--- config.mk ---
export PLATFORM = sky130hd
export DESIGN_NAME = aes_round_ctrl
export DESIGN_NICKNAME = d
export VERILOG_FILES = /design/src/rtl/aes_pkg.sv /design/src/rtl/aes_rctrl_stats.sv /design/src/rtl/aes_round_ctrl.sv
export SDC_FILE = /design/constraint.sdc
export NUM_CORES = 1
export LEC_CHECK = 0
export CORE_AREA = 2 2 39 41
export DETAILED_ROUTE_END_ITERATION = 10
export DIE_AREA = 0 0 41 43
export MAX_ROUTING_LAYER = met4
export PLACE_DENSITY = 0.68
export SKIP_CTS_REPAIR_TIMING = 1
export SLEW_MARGIN = 15
export SYNTH_ARGS = -nofsm -noshare
export SYNTH_HDL_FRONTEND = slang
export SYNTH_SLANG_ARGS = --single-unit
--- constraint.sdc ---
create_clock -name clk -period 4 [get_ports clk]
set_input_delay 1 -clock clk [delete_from_list [all_inputs] [get_ports clk]]
set_output_delay 1 -clock clk [all_outputs]
set_load 0.01 [all_outputs]
--- src/rtl/aes_pkg.sv ---
// Shared types and constants for the AES round sequencer.
// Used by aes_round_ctrl and aes_rctrl_stats.
package aes_pkg;

    localparam int RK_IDX_W = 4;
    localparam int NR_MAX   = 14;
    localparam int NR_128   = 10;
    localparam int NR_192   = 12;
    localparam int NR_256   = 14;

    typedef enum logic [2:0] {
        S_IDLE  = 3'd0,
        S_LOAD  = 3'd1,
        S_ROUND = 3'd2,
        S_FINAL = 3'd3,
        S_DONE  = 3'd4
    } aes_rctrl_state_t;

endpackage

--- src/rtl/aes_rctrl_stats.sv ---
// Block completion and key-stall counters for the round sequencer.
// Only instantiated when AES_RCTRL_STATS_EN is defined.
module aes_rctrl_stats
    import aes_pkg::*;
(
    input  logic        clk,
    input  logic        rst,
    input  logic        stall,
    input  logic        done,
    output logic [31:0] blk_count,
    output logic [15:0] stall_count
);

    logic [31:0] blk_q;
    logic [15:0] stall_q;

    always_ff @(posedge clk) begin
        if (rst) begin
            blk_q   <= '0;
            stall_q <= '0;
        end else begin
            if (done)
                blk_q <= blk_q + 32'd1;
            // saturate so long key-RAM outages never read as few stalls
            if (stall && stall_q != 16'hFFFF)
                stall_q <= stall_q + 16'd1;
        end
    end

    assign blk_count   = rst ? '0 : blk_q;
    assign stall_count = rst ? '0 : stall_q;

endmodule

--- src/rtl/aes_round_ctrl.sv ---
// Iterative AES round sequencer: load, NR rounds, present result.
// Optional statistics counters are enabled by AES_RCTRL_STATS_EN.
module aes_round_ctrl
    import aes_pkg::*;
#(
    parameter int NR = 10
) (
    input  logic                clk,
    input  logic                rst,
    input  logic                in_valid,
    output logic                in_ready,
    output logic                key_start,
    output logic [RK_IDX_W-1:0] rk_idx,
    input  logic                rk_valid,
    output logic                dp_load,
    output logic                dp_round_en,
    output logic                dp_final,
    output logic                out_valid,
    input  logic                out_ready
`ifdef AES_RCTRL_STATS_EN
    ,
    output logic [31:0]         blk_count,
    output logic [15:0]         stall_count
`endif
);

    generate
        if (NR != NR_128 && NR != NR_192 && NR != NR_256) begin : g_bad_nr
            $error("aes_round_ctrl: NR must be 10, 12 or 14");
        end
    endgenerate

    aes_rctrl_state_t    state_q, state_d;
    logic [RK_IDX_W-1:0] ridx_q, ridx_d;

    always_comb begin
        state_d = state_q;
        ridx_d  = ridx_q;
        unique case (state_q)
            S_IDLE: begin
                if (in_valid) begin
                    state_d = S_LOAD;
                    ridx_d  = '0;
                end
            end
            S_LOAD: begin
                if (rk_valid) begin
                    state_d = S_ROUND;
                    ridx_d  = RK_IDX_W'(1);
                end
            end
            S_ROUND: begin
                if (rk_valid) begin
                    ridx_d = ridx_q + RK_IDX_W'(1);
                    if (ridx_q == RK_IDX_W'(NR - 1))
                        state_d = S_FINAL;
                end
            end
            S_FINAL: begin
                if (rk_valid)
                    state_d = S_DONE;
            end
            S_DONE: begin
                if (out_ready) begin
                    state_d = S_IDLE;
                    ridx_d  = '0;
                end
            end
            default: begin
                state_d = S_IDLE;
                ridx_d  = '0;
            end
        endcase
    end

    always_ff @(posedge clk) begin
        if (rst) begin
            state_q <= S_IDLE;
            ridx_q  <= '0;
        end else begin
            state_q <= state_d;
            ridx_q  <= ridx_d;
        end
    end

    // every output is forced low while rst is held
    assign in_ready    = !rst && state_q == S_IDLE;
    assign key_start   = in_ready && in_valid;
    assign rk_idx      = rst ? '0 : ridx_q;
    assign dp_load     = !rst && rk_valid && state_q == S_LOAD;
    assign dp_round_en = !rst && rk_valid &&
                         (state_q == S_ROUND || state_q == S_FINAL);
    assign dp_final    = !rst && rk_valid && state_q == S_FINAL;
    assign out_valid   = !rst && state_q == S_DONE;

`ifdef AES_RCTRL_STATS_EN
    logic busy;
    assign busy = state_q == S_LOAD || state_q == S_ROUND ||
                  state_q == S_FINAL;

    aes_rctrl_stats u_stats (
        .clk         (clk),
        .rst         (rst),
        .stall       (busy && !rk_valid),
        .done        (out_valid && out_ready),
        .blk_count   (blk_count),
        .stall_count (stall_count)
    );
`endif

endmodule

# After elaboration in Yosys (flattened, before gate mapping)

Cells that the tools add are included.

$add $sub $neg: 1
Equality and inequality tests: 11
Muxes and demuxes: 13
Bitwise operators: 1
Reduce and logical (&&, ||, !) cells: 12

Operator list:

| kind                  | count |
|---|---|
| $mux W4               | 5 |
| $pmux W4 S5           | 1 |
| $mux W3               | 6 |
| $pmux W3 S5           | 1 |
| $ne A2 B2 Y1 const B  | 6 |
| $logic_and A1 B1 Y1   | 7 |
| $eq A3 B2 Y1 const B  | 2 |
| $reduce_and A6 Y1     | 1 |
| $reduce_and A5 Y1     | 1 |
| $add A4 B1 Y4 const B | 1 |
| $eq A4 B4 Y1 const B  | 1 |
| $eq A3 B1 Y1 const B  | 1 |
| $eq A3 B3 Y1 const B  | 1 |
| $logic_not A3 Y1      | 1 |
| $logic_not A1 Y1      | 1 |
| $logic_or A1 B1 Y1    | 1 |
| $not A1 Y1            | 1 |

Flip-flop bits (word level): 7
Input bits: 5
Logic and storage cells: 40

# Depth between registers and ports, before layout

Gate-level depths: netlist of run 1.

Depth after elaboration: 4
Gate-level depth with buffers: 5
Mapped depth without buffers: 5

# Least setup slack after synthesis of run 1

No wires, ideal clock.

Kind: input -> output
From: input port rst
To: output port key_start
Data arrival time: 1649 ps
Slack: 1351 ps
Stages on the path: 2
Cells stage by stage: nor4_1 -> and2_1

Cells in the longest elaborated chain, start to end: 3

Ends and longest elaborated chain:

| element             | RTL line             | text |
|---|---|---|
| from (decl)         | aes_round_ctrl.sv:9  | `input logic rst,` |
| $logic_not A1 Y1    | aes_round_ctrl.sv:87 | `assign in_ready = !rst && state_q == S_IDLE;` |
| $logic_and A1 B1 Y1 | aes_round_ctrl.sv:87 |  |
| $logic_and A1 B1 Y1 | aes_round_ctrl.sv:88 | `assign key_start = in_ready && in_valid;` |
| to (decl)           | aes_round_ctrl.sv:12 | `output logic key_start,` |

No other way between the ends.

# Worst setup path after layout of run 1

Ends and elaborated chain as after synthesis.

==> load_flow_metrics.sql, run 1 <==
INSERT INTO impl_metrics (metric_group, metric, value, unit) VALUES
('outcome', 'run_status', 'complete, no violations', ''),
('synthesis', 'yosysTopAreaCell', 'dfxtp_1', ''),
('global_route', 'first_pass_grt_wire_length', '1880', 'um'),
('finish', 'area_delta_synth_final', '32.1', '%'),
('sta', 'finalSetupViolations', '0', ''),
('clock_network', 'root_buffer', 'clkbuf_4', ''),
('critical_path', 'critical_path.reg2reg.endpoint', 'ridx_q[1]$_SDFFE_PP0P_', ''),
('sta', 'fin_skew', '0.0116', 'ns'),
('critical_path', 'cp_cell_sequence', 'clkdlybuf4s50_1, nor4_1, and2_1, clkdlybuf4s50_1', ''),
('synthesis', 'synth-seq-area-share', '26.7', '%'),
('synthesis', 'synthesis.nets', '72', ''),
('critical_path', 'reg2reg_slack', '2.31', 'ns'),
('critical_path', 'reg2reg_depth', '4', ''),
('finish', 'share_of_final_layout_standard_cells_stronger_than_drive_strength_1', '12.7', '%'),
('synthesis', 'post_synth_instance_area', '526', 'sq um'),
('floorplanning', 'placement_rows', '14', ''),
('finish', 'finalInstanceArea', '694', 'sq um'),
('sta', 'clock.fmax', '0.276', 'GHz'),
('synthesis', 'synth_async_sr_flop_share', '0', '%'),
('clock_network', 'worst_skew_pair.late_latency', '0.25', 'ns'),
('clock_network', 'tritoncts', 'done', ''),
('synthesis', 'postSynthRegisterBits', '7', ''),
('critical_path', 'worst_setup_path_start_kind', 'primary input', ''),
('detailed_routing', 'routed_wl', '1160', 'um'),
('global_route', 'grt_antenna_before_repair', '0', ''),
('run', 'count_of_maximum_capacitance_violations', '0', ''),
('sta', 'final_max_slew_viol_count', '0', ''),
('floorplanning', 'die_w', '41', 'um'),
('critical_path', 'critical_path.startpoint', 'rst', ''),
('synthesis', 'postSynth.topFlopCell', 'dfxtp_1', ''),
('floorplanning', 'initial_utilization', '38.0', '%'),
('synthesis', 'post_synth_most_frequent_cells', 'dfxtp_1, inv_1, nor2_1, nor3_1, nand3_1', ''),
('detailed_routing', 'drt-initial-drc-count', '7', ''),
('sta', 'maxSlewHeadroom', '66.7', '%'),
('critical_path', 'worst_setup_path_end_kind', 'output pin', ''),
('sta', 'post-route-min-period', '3.62', 'ns'),
('global_route', 'grt_pass1_vias', '433', ''),
('synthesis', 'yosysWarnings', '0', ''),
('power', 'worst_ir_drop_on_vdd', '0.000202', 'V'),
('synthesis', 'post_synth_main_area_contributors', 'dfxtp_1, nor3_1, mux2_4', ''),
('power', 'power_leakage', '0.267', 'nW'),
('synthesis', 'synthesis.area_per_instance', '8.08', 'sq um'),
('floorplanning', 'boundaryPins', '15', ''),
('placement', 'routabilityCongestion', '0.776', ''),
('hold_path', 'hold_class', 'register to register', ''),
('critical_path', 'crit_required', '3.00', 'ns'),
('floorplanning', 'core', '1380', 'sq um'),
('critical_path', 'critical_path.n_buffers_inverters', '2', ''),
('clock_network', 'cts.sink_count', '7', ''),
('critical_path', 'timing.setup.critical_path_class', 'primary input to output pin', ''),
('synthesis', 'number_of_flops_mapped_to_enable_cells_by_yosys', '0', ''),
('clock_network', 'htree_levels', '1', ''),
('clock_network', 'cts_made_buffers', '3', ''),
('critical_path', 'cell_with_the_most_instances_on_the_worst_path', 'clkdlybuf4s50_1', ''),
('critical_path', 'timing.critical_path.fanout_max', '10', ''),
('global_route', 'grt.overflow.total', '0', ''),
('critical_path', 'worst_setup_path_endpoint', 'key_start', ''),
('detailed_routing', 'wl_cell', '12.2', 'um'),
('global_route', 'grtUsageTotal', '16.2', '%'),
('sta', 'period_share', '90.5', '%'),
('sta', 'slew_at_the_pin_with_the_worst_max_slew_slack', '0.499', 'ns'),
('power', 'power_per_cell_area', '326', 'nW/um^2'),
('synthesis', 'postSynthCellCount', '65', ''),
('finish', 'final_core_util', '50.2', '%'),
('detailed_routing', 'dr.pass1.iters', '4', ''),
('synthesis', 'yosys.cell_types.count', '32', ''),
('critical_path', 'worst_reg2reg_path_startpoint', 'state_q[0]$_SDFFE_PP0P_', ''),
('clock_network', 'clk_transition_reported_paths', '0.06', 'ns'),
('detailed_routing', 'ant_nets', '0', ''),
('critical_path', 'timing.critical_path.max_delay_family', 'buffers and inverters', ''),
('detailed_routing', 'detailroute.via_count', '491', '');
==> final cells by class <==
class / instances / area [sq um]
fill: 152 / 689
multi-input combinational: 46 / 334
sequential: 7 / 140
clock buffer: 4 / 26.3
tap: 16 / 20.0
inverter: 7 / 26.3
timing repair buffer: 15 / 148
==> flip-flops by register name (all words and copies together) (netlist names) <==
signal,count
ridx_q,4
state_q,3
==> kinds of logic (layout without fill, tap and decap cells) <==
logic type	Yosys count	count (layout)	synth area share, %
adders and majority gates	3	3	6.67
and+or+nand+nor	27	27	28.8
DFF	7	7	26.7
AOI/OAI and AO/OA	13	13	20.7
buffers and inverters	12	26	9.76
muxes	2	2	5.71
xor gates and xnor gates	1	1	1.67
==> report_power, final <==
part	leakage (nW)	internal (mW)	total (mW)	switching (mW)
clock	0.0150	0.0381	0.0649	0.0267
combinational	0.195	0.0390	0.0708	0.0318
sequential	0.0568	0.0754	0.0906	0.0152
==> worst min path at each step <==
stage	startpoint	endpoint	slack [ns]	cells past startpoint
6_report	ridx_q[2]$_SDFFE_PP0P_	ridx_q[2]$_SDFFE_PP0P_	0.57	2
5_1_grt	ridx_q[2]$_SDFFE_PP0P_	ridx_q[2]$_SDFFE_PP0P_	0.64	2
4_1_cts	ridx_q[2]$_SDFFE_PP0P_	ridx_q[2]$_SDFFE_PP0P_	0.57	2
3_5_place_dp	ridx_q[2]$_SDFFE_PP0P_	ridx_q[2]$_SDFFE_PP0P_	0.56	2
3_3_place_gp	ridx_q[2]$_SDFFE_PP0P_	ridx_q[2]$_SDFFE_PP0P_	0.56	2
2_1_floorplan	state_q[2]$_SDFFE_PP0P_	state_q[1]$_SDFFE_PP0P_	0.52	2
==> worst min-delay path: stages, from the launching register on <==
cell	delay, ns
dfxtp_1	0.32
a31oi_1	0.14
a211oi_1	0.06
==> placed cells by master (no fill, tap or decap) <==
| cell | n |
|---|---|
| maj3_1 | 1 |
| o21a_1 | 1 |
| nand3_1 | 3 |
| nor2b_1 | 2 |
| inv_1 | 7 |
| a211oi_1 | 2 |
| and2_1 | 1 |
| nand2_1 | 1 |
| clkbuf_4 | 3 |
| o21ai_0 | 2 |
| ha_1 | 2 |
| or3b_2 | 1 |
| mux2_4 | 2 |
| o311a_1 | 1 |
| nor4_1 | 2 |
| nor2_1 | 6 |
| or4b_4 | 1 |
| nand2b_1 | 1 |
| nor3_1 | 6 |
| clkbuf_1 | 1 |
| a41oi_1 | 1 |
| a21o_1 | 1 |
| o41ai_2 | 1 |
| dfxtp_1 | 7 |
| clkdlybuf4s50_1 | 14 |
| a21oi_1 | 1 |
| buf_4 | 1 |
| a21oi_4 | 1 |
| nor3b_1 | 1 |
| xnor2_1 | 1 |
| a31oi_1 | 2 |
| and3_1 | 2 |
==> per-stage QoR <==
| step | std cells | hold WS [ns] | setup slack [ns] | total power [mW] |
|---|---|---|---|---|
| 2_1_floorplan | 65 | 0.518 | 1.35 | 0.140 |
| 3_3_place_gp | 91 | 0.559 | 0.313 | 0.164 |
| 3_5_place_dp | 91 | 0.558 | 0.388 | 0.163 |
| 4_1_cts | 95 | 0.570 | 0.369 | 0.230 |
| 5_1_grt | 95 | 0.641 | 0.315 | 0.245 |
| 6_report | 95 | 0.572 | 0.381 | 0.226 |
==> routing by layer <==
layer / vias up / track usage, % / routed length [um]
li1: 259 / - / -
met4: 0 / 2.00 / 0
met1: 214 / 21.5 / 539
met3: 0 / 9.42 / 96
met2: 18 / 21.9 / 520
met5: - / - / 0
No activity file was read; power rests on OpenSTA's default activity.
==> run 2, diff against run 1 <==
--- a/config.mk
+++ b/config.mk
@@ -5,11 +5,10 @@
 export SDC_FILE = /design/constraint.sdc
 export NUM_CORES = 1
 export LEC_CHECK = 0
-export CORE_AREA = 2 2 39 41
+export CORE_MARGIN = 2
+export CORE_UTILIZATION = 35
 export DETAILED_ROUTE_END_ITERATION = 10
-export DIE_AREA = 0 0 41 43
 export MAX_ROUTING_LAYER = met4
-export PLACE_DENSITY = 0.68
 export SKIP_CTS_REPAIR_TIMING = 1
 export SLEW_MARGIN = 15
 export SYNTH_ARGS = -nofsm -noshare
==> constraint.sdc (replaced) <==
create_clock -name clk -period 4 [get_ports clk]
set_input_delay 1 -clock clk [delete_from_list [all_inputs] [get_ports clk]]
set_output_delay 1 -clock clk [all_outputs]
set_load 0.005 [all_outputs]
==> run 2 against run 1 <==
Effect of this change: final cell count decreased by 1.1%; via count increased by 3.1%; core utilization increased by 1.2 points; critical path depth increased by 1; register-to-register slack about the same; cell area decreased by 0.18%; power decreased by 0.84%; fmax increased by 5.0%; global-route usage decreased by 2.0 points; critical path type unchanged; highest routed layer is now met4.
==> load_flow_metrics.sql, run 2 (synthesis gave the netlist of run 1 again) <==
INSERT INTO impl_metrics (metric_group, metric, value, unit) VALUES
('critical_path', 'cp.arrival', '2.45', 'ns'),
('floorplanning', 'boundaryPins', '15', ''),
('clock_network', 'worst_skew_pair.late_latency', '0.25', 'ns'),
('critical_path', 'reg2reg_slack', '2.32', 'ns'),
('placement', 'routabilityCongestion', '0.703', ''),
('detailed_routing', 'ant_nets', '0', ''),
('critical_path', 'worst_setup_path_end_kind', 'output pin', ''),
('sta', 'slew_at_the_pin_with_the_worst_max_slew_slack', '0.482', 'ns'),
('global_route', 'grt.overflow.total', '0', ''),
('power', 'power_per_cell_area', '324', 'nW/um^2'),
('detailed_routing', 'drc', '0', ''),
('detailed_routing', 'route.met2.wl', '511', 'um'),
('critical_path', 'timing.critical_path.fanout_max', '8', ''),
('global_route', 'first_pass_grt_wire_length', '1880', 'um'),
('sta', 'hold_violations', '0', ''),
('sta', 'fin_skew', '0.00581', 'ns'),
('sta', 'worst_hold_slack', '0.567', 'ns'),
('global_route', 'grt_pass1_vias', '411', ''),
('floorplanning', 'placement_rows', '13', ''),
('critical_path', 'cp_slowest_cell', 'clkdlybuf4s50_1', ''),
('sta', 'maxSlewHeadroom', '67.8', '%'),
('finish', 'share_of_final_layout_standard_cells_stronger_than_drive_strength_1', '12.7', '%'),
('placement', 'port_buffers', '14', ''),
('critical_path', 'timing.critical_path.max_delay_family', 'buffers and inverters', ''),
('detailed_routing', 'routed_wl', '1150', 'um'),
('floorplanning', 'design.die.area', '1830', 'sq um'),
('detailed_routing', 'drt-initial-drc-count', '12', ''),
('finish', 'nNetsFinal', '87', ''),
('critical_path', 'worst_setup_path_start_kind', 'primary input', ''),
('detailed_routing', 'wl_cell', '12.2', 'um'),
('sta', 'rsz0062_at_grt', 'no', ''),
('floorplanning', 'die_w', '42.8', 'um'),
('power', 'power_leakage', '0.267', 'nW'),
('sta', 'period_share', '86.2', '%'),
('hold_path', 'hold_class', 'register to register', ''),
('global_route', 'grt_max_degree', '17', ''),
('clock_network', 'cts.sink_count', '7', ''),
('sta', 'post-route-min-period', '3.45', 'ns'),
('sta', 'final_max_slew_viol_count', '0', ''),
('floorplanning', 'dieHeight', '42.8', 'um'),
('clock_network', 'htree_levels', '1', ''),
('finish', 'final_core_util', '51.3', '%'),
('global_route', 'grtUsageTotal', '14.2', '%'),
('finish', 'leading_cell_types_in_the_layout_fill_and_taps_excluded', 'clkdlybuf4s50_1, inv_1, dfxtp_1', ''),
('floorplanning', 'core', '1350', 'sq um'),
('power', 'worst_ir_drop_on_vdd', '0.000199', 'V'),
('critical_path', 'crit_required', '3.00', 'ns'),
('detailed_routing', 'vias_per_inst', '5.38', ''),
('finish', 'largest_reg_flops', '4', ''),
('finish', 'largest_register', 'ridx_q', ''),
('run', 'count_of_maximum_capacitance_violations', '0', ''),
('critical_path', 'timing.setup.critical_path_class', 'primary input to output pin', ''),
('outcome', 'run_status', 'complete, no violations', ''),
('clock_network', 'cts_made_buffers', '3', ''),
('critical_path', 'cp_cell_sequence', 'clkdlybuf4s50_1, buf_4, nand2b_1, inv_1, clkdlybuf4s50_1', ''),
('global_route', 'grt_antenna_before_repair', '0', ''),
('detailed_routing', 'm1WireLength', '555', 'um'),
('finish', 'mostFrequentLayoutCell', 'clkdlybuf4s50_1', ''),
('finish', 'largest_registers', 'ridx_q (4), state_q (3)', ''),
('sta', 'finalSetupTns', '0', 'ns'),
('sta', 'finalSetupViolations', '0', ''),
('detailed_routing', 'detailroute.via_count', '506', ''),
('clock_network', 'max-clock-path-buffers', '2', ''),
('detailed_routing', 'dr.pass1.iters', '4', ''),
('floorplanning', 'initial_utilization', '38.9', '%'),
('sta', 'clock.fmax', '0.290', 'GHz'),
('finish', 'num_antenna_cells', '0', ''),
('critical_path', 'cell_with_the_most_instances_on_the_worst_path', 'clkdlybuf4s50_1', ''),
('placement', 'place.detailed.hpwl', '880', 'um'),
('detailed_routing', 'met3_length', '73', 'um'),
('clock_network', 'clk_transition_reported_paths', '0.06', 'ns'),
('critical_path', 'timing.critical_path.slowest_cell_delay', '0.50', 'ns'),
('clock_network', 'tritoncts', 'done', ''),
('critical_path', 'critical_path.n_buffers_inverters', '4', ''),
('detailed_routing', 'highest_metal_layer_with_signal_wires', 'met4', ''),
('finish', 'area_delta_synth_final', '31.9', '%'),
('clock_network', 'root_buffer', 'clkbuf_4', '');
[run 2: layout make-up]
cell class | count | area [sq um]
fillers | 138 | 657
multi-input cells | 46 | 334
repair buffers | 15 | 148
flip-flops and latches | 7 | 140
clock buffers | 4 | 26.3
inverters | 7 | 26.3
well taps | 15 | 18.8
[run 2: tightest hold or removal path: cells and delay by family, from the launching register on]
kind / cells / cell delay (ns)
flops: 1 / 0.32
compound gates: 2 / 0.20
[run 2: path summary, 6_finish.rpt]
check,endpoint,cells past startpoint,from
max,rk_idx[3],5,rst
min,ridx_q[2]$_SDFFE_PP0P_,2,ridx_q[2]$_SDFFE_PP0P_
max reg2reg,state_q[0]$_SDFFE_PP0P_,4,state_q[1]$_SDFFE_PP0P_
min reg2reg,ridx_q[2]$_SDFFE_PP0P_,2,ridx_q[2]$_SDFFE_PP0P_
[run 2: power by group]
part	switching [mW]	internal, mW	total, mW
sequential	0.0152	0.0754	0.0906
combinational	0.0296	0.0389	0.0685
clock	0.0271	0.0381	0.0653
total	0.0720	0.152	0.224
[run 2: stage by stage]
stage          area [sq um]  power, mW  cells  setup WS [ns]
2_1_floorplan           526      0.138     65           1.45
3_3_place_gp            667      0.162     90          0.554
3_5_place_dp            667      0.160     90          0.556
4_1_cts                 693      0.227     94          0.545
5_1_grt                 693      0.242     94          0.459
6_report                693      0.224     94          0.553
[run 2: layer usage]
layer  vias up  global-route usage (%)
met2        13                    17.9
met3         2                    6.38
met1       231                    20.0
met5         -                       -
met4         0                    3.75
li1        260                       -
==> run 3, diff against run 2 <==
--- a/config.mk
+++ b/config.mk
@@ -5,10 +5,10 @@
 export SDC_FILE = /design/constraint.sdc
 export NUM_CORES = 1
 export LEC_CHECK = 0
-export CORE_MARGIN = 2
 export CORE_UTILIZATION = 35
 export DETAILED_ROUTE_END_ITERATION = 10
 export MAX_ROUTING_LAYER = met4
+export REMOVE_ABC_BUFFERS = 1
 export SKIP_CTS_REPAIR_TIMING = 1
 export SLEW_MARGIN = 15
 export SYNTH_ARGS = -nofsm -noshare
==> run 3 against run 2 <==
Effect of this change: clock skew is 0.0042 ns lower; sequential power about the same; setup slack worse by 0.11 ns; non-clock buffer count did not move; sequential cell count unchanged; power shrank 0.67%; via count decreased by 0.40%; worst hold slack better by 0.013 ns; combinational power decreased by 1%; first-iteration DRC count up 67%; final cell count stayed put; global-route usage up 2.4 points; highest routed layer unchanged.
==> load_flow_metrics.sql, run 3 (synthesis gave the netlist of run 1 again) <==
INSERT INTO impl_metrics (metric_group, metric, value, unit) VALUES
('floorplanning', 'dieHeight', '40.8', 'um'),
('finish', 'share_of_final_layout_standard_cells_stronger_than_drive_strength_1', '12.7', '%'),
('critical_path', 'timing.setup.critical_path_class', 'primary input to output pin', ''),
('critical_path', 'crit_required', '3.00', 'ns'),
('floorplanning', 'core', '1350', 'sq um'),
('placement', 'place.detailed.hpwl', '810', 'um'),
('global_route', 'grt_max_degree', '17', ''),
('global_route', 'first_pass_grt_wire_length', '1740', 'um'),
('critical_path', 'cp.arrival', '2.56', 'ns'),
('detailed_routing', 'vias_per_inst', '5.36', ''),
('hold_path', 'hold_crit_depth', '2', ''),
('placement', 'routabilityCongestion', '0.688', ''),
('finish', 'largest_reg_flops', '4', ''),
('finish', 'mostFrequentLayoutCell', 'clkdlybuf4s50_1', ''),
('critical_path', 'timing.critical_path.slowest_cell_delay', '0.56', 'ns'),
('clock_network', 'cts.sink_count', '7', ''),
('sta', 'slew_at_the_pin_with_the_worst_max_slew_slack', '0.474', 'ns'),
('sta', 'clock.fmax', '0.281', 'GHz'),
('detailed_routing', 'detailroute.via_count', '504', ''),
('floorplanning', 'die_w', '40.8', 'um'),
('global_route', 'grt_pass1_vias', '409', ''),
('critical_path', 'reg2reg_slack', '2.33', 'ns'),
('sta', 'hold_violations', '0', ''),
('finish', 'nNetsFinal', '87', ''),
('finish', 'largest_register', 'ridx_q', ''),
('critical_path', 'cp_cell_sequence', 'clkdlybuf4s50_1, nor4_1, and2_1, clkdlybuf4s50_1', ''),
('sta', 'final_max_slew_viol_count', '0', ''),
('floorplanning', 'boundaryPins', '15', ''),
('clock_network', 'worst_skew_pair.late_latency', '0.24', 'ns'),
('sta', 'period_share', '89.0', '%'),
('critical_path', 'critical_path.reg2reg.endpoint', 'ridx_q[1]$_SDFFE_PP0P_', ''),
('clock_network', 'cts_made_buffers', '3', ''),
('sta', 'fin_skew', '0.00164', 'ns'),
('clock_network', 'root_buffer', 'clkbuf_4', ''),
('sta', 'setup_slack_after_layout', '0.441', 'ns'),
('critical_path', 'worst_reg2reg_path_startpoint', 'state_q[0]$_SDFFE_PP0P_', ''),
('run', 'count_of_maximum_capacitance_violations', '0', ''),
('finish', 'largest_registers', 'ridx_q (4), state_q (3)', ''),
('critical_path', 'reg2reg_depth', '4', ''),
('critical_path', 'worst_setup_path_start_kind', 'primary input', ''),
('finish', 'leading_cell_types_in_the_layout_fill_and_taps_excluded', 'clkdlybuf4s50_1, inv_1, dfxtp_1', ''),
('power', 'worst_ir_drop_on_vdd', '0.000119', 'V'),
('sta', 'maxSlewHeadroom', '68.4', '%'),
('hold_path', 'min_from', 'ridx_q[2]$_SDFFE_PP0P_', ''),
('global_route', 'grtUsageTotal', '16.6', '%'),
('critical_path', 'worst_setup_path_end_kind', 'output pin', ''),
('global_route', 'grt_antenna_before_repair', '0', ''),
('sta', 'finalSetupTns', '0', 'ns'),
('detailed_routing', 'drt-initial-drc-count', '20', ''),
('critical_path', 'cp_slowest_cell', 'clkdlybuf4s50_1', ''),
('clock_network', 'clk_transition_reported_paths', '0.05', 'ns'),
('detailed_routing', 'dr.pass1.iters', '4', ''),
('floorplanning', 'placement_rows', '13', ''),
('finish', 'area_delta_synth_final', '31.9', '%'),
('critical_path', 'cell_with_the_most_instances_on_the_worst_path', 'clkdlybuf4s50_1', ''),
('hold_path', 'hold_class', 'register to register', ''),
('outcome', 'run_status', 'complete, no violations', ''),
('clock_network', 'max-clock-path-buffers', '2', ''),
('sta', 'finalSetupViolations', '0', ''),
('clock_network', 'htree_levels', '1', ''),
('sta', 'rsz0062_at_grt', 'no', ''),
('finish', 'num_antenna_cells', '0', ''),
('placement', 'port_buffers', '14', ''),
('detailed_routing', 'drc', '0', ''),
('clock_network', 'tritoncts', 'done', ''),
('power', 'power_per_cell_area', '321', 'nW/um^2'),
('critical_path', 'timing.critical_path.fanout_max', '10', ''),
('sta', 'post-route-min-period', '3.56', 'ns'),
('detailed_routing', 'ant_nets', '0', ''),
('detailed_routing', 'wl_cell', '11.8', 'um'),
('floorplanning', 'design.die.area', '1660', 'sq um'),
('global_route', 'grt.overflow.total', '0', ''),
('detailed_routing', 'routed_wl', '1110', 'um'),
('floorplanning', 'initial_utilization', '38.9', '%'),
('hold_path', 'timing.hold.worst_endpoint', 'ridx_q[2]$_SDFFE_PP0P_', ''),
('placement', 'preCtsSetupSlack', '0.436', 'ns'),
('power', 'power_leakage', '0.267', 'nW');
run 3: cell counts in the layout (fill, tap and decap cells not counted):
Identical to the previous run, type by type.
run 3: routing by layer:
metal | part of all wire (%) | track usage, % | vias to the layer above
met5 | 0 | - | -
met2 | 46 | 23.8 | 9
li1 | - | - | 261
met4 | 0.81 | 7.50 | 0
met1 | 49 | 22.1 | 232
met3 | 3.9 | 3.26 | 2
run 3: worst max-delay path by stage:
| stage | from | to | depth (start not counted) |
|---|---|---|---|
| floorplan | rst | key_start | 2 |
| global placement | rst | key_start | 4 |
| detailed placement | rst | key_start | 4 |
| CTS | rst | key_start | 4 |
| global route | rst | key_start | 4 |
| finish | rst | key_start | 4 |
run 3: where the power goes:
part	switching (mW)	internal, mW
Combinational	0.0289	0.0388
Sequential	0.0155	0.0753
Clock	0.0263	0.0381
run 3: worst max-delay path, delay by kind of cell:
family | cells | cell delay (ns)
buf+inv | 2 | 1.05
simple gates | 2 | 0.51
run 3: through the flow:
stage                     area [sq um]  util [%]  power, mW  instances  hold slack, ns
after global routing               693      51.3      0.239         94           0.619
after detailed placement           667      49.4      0.160         90           0.559
after floorplan                    500         -      0.133         60           0.520
after global placement             667      49.4      0.160         90           0.568
final                              693      51.3      0.223         94           0.581
after CTS                          693      51.3      0.226         94           0.574
run 3: layout make-up:
class | instances | area [sq um]
inverters | 7 | 26.3
repair buffers | 15 | 148
flip-flops and latches | 7 | 140
fillers | 147 | 657
well taps | 15 | 18.8
multi-input cells | 46 | 334
clock buffers | 4 | 26.3
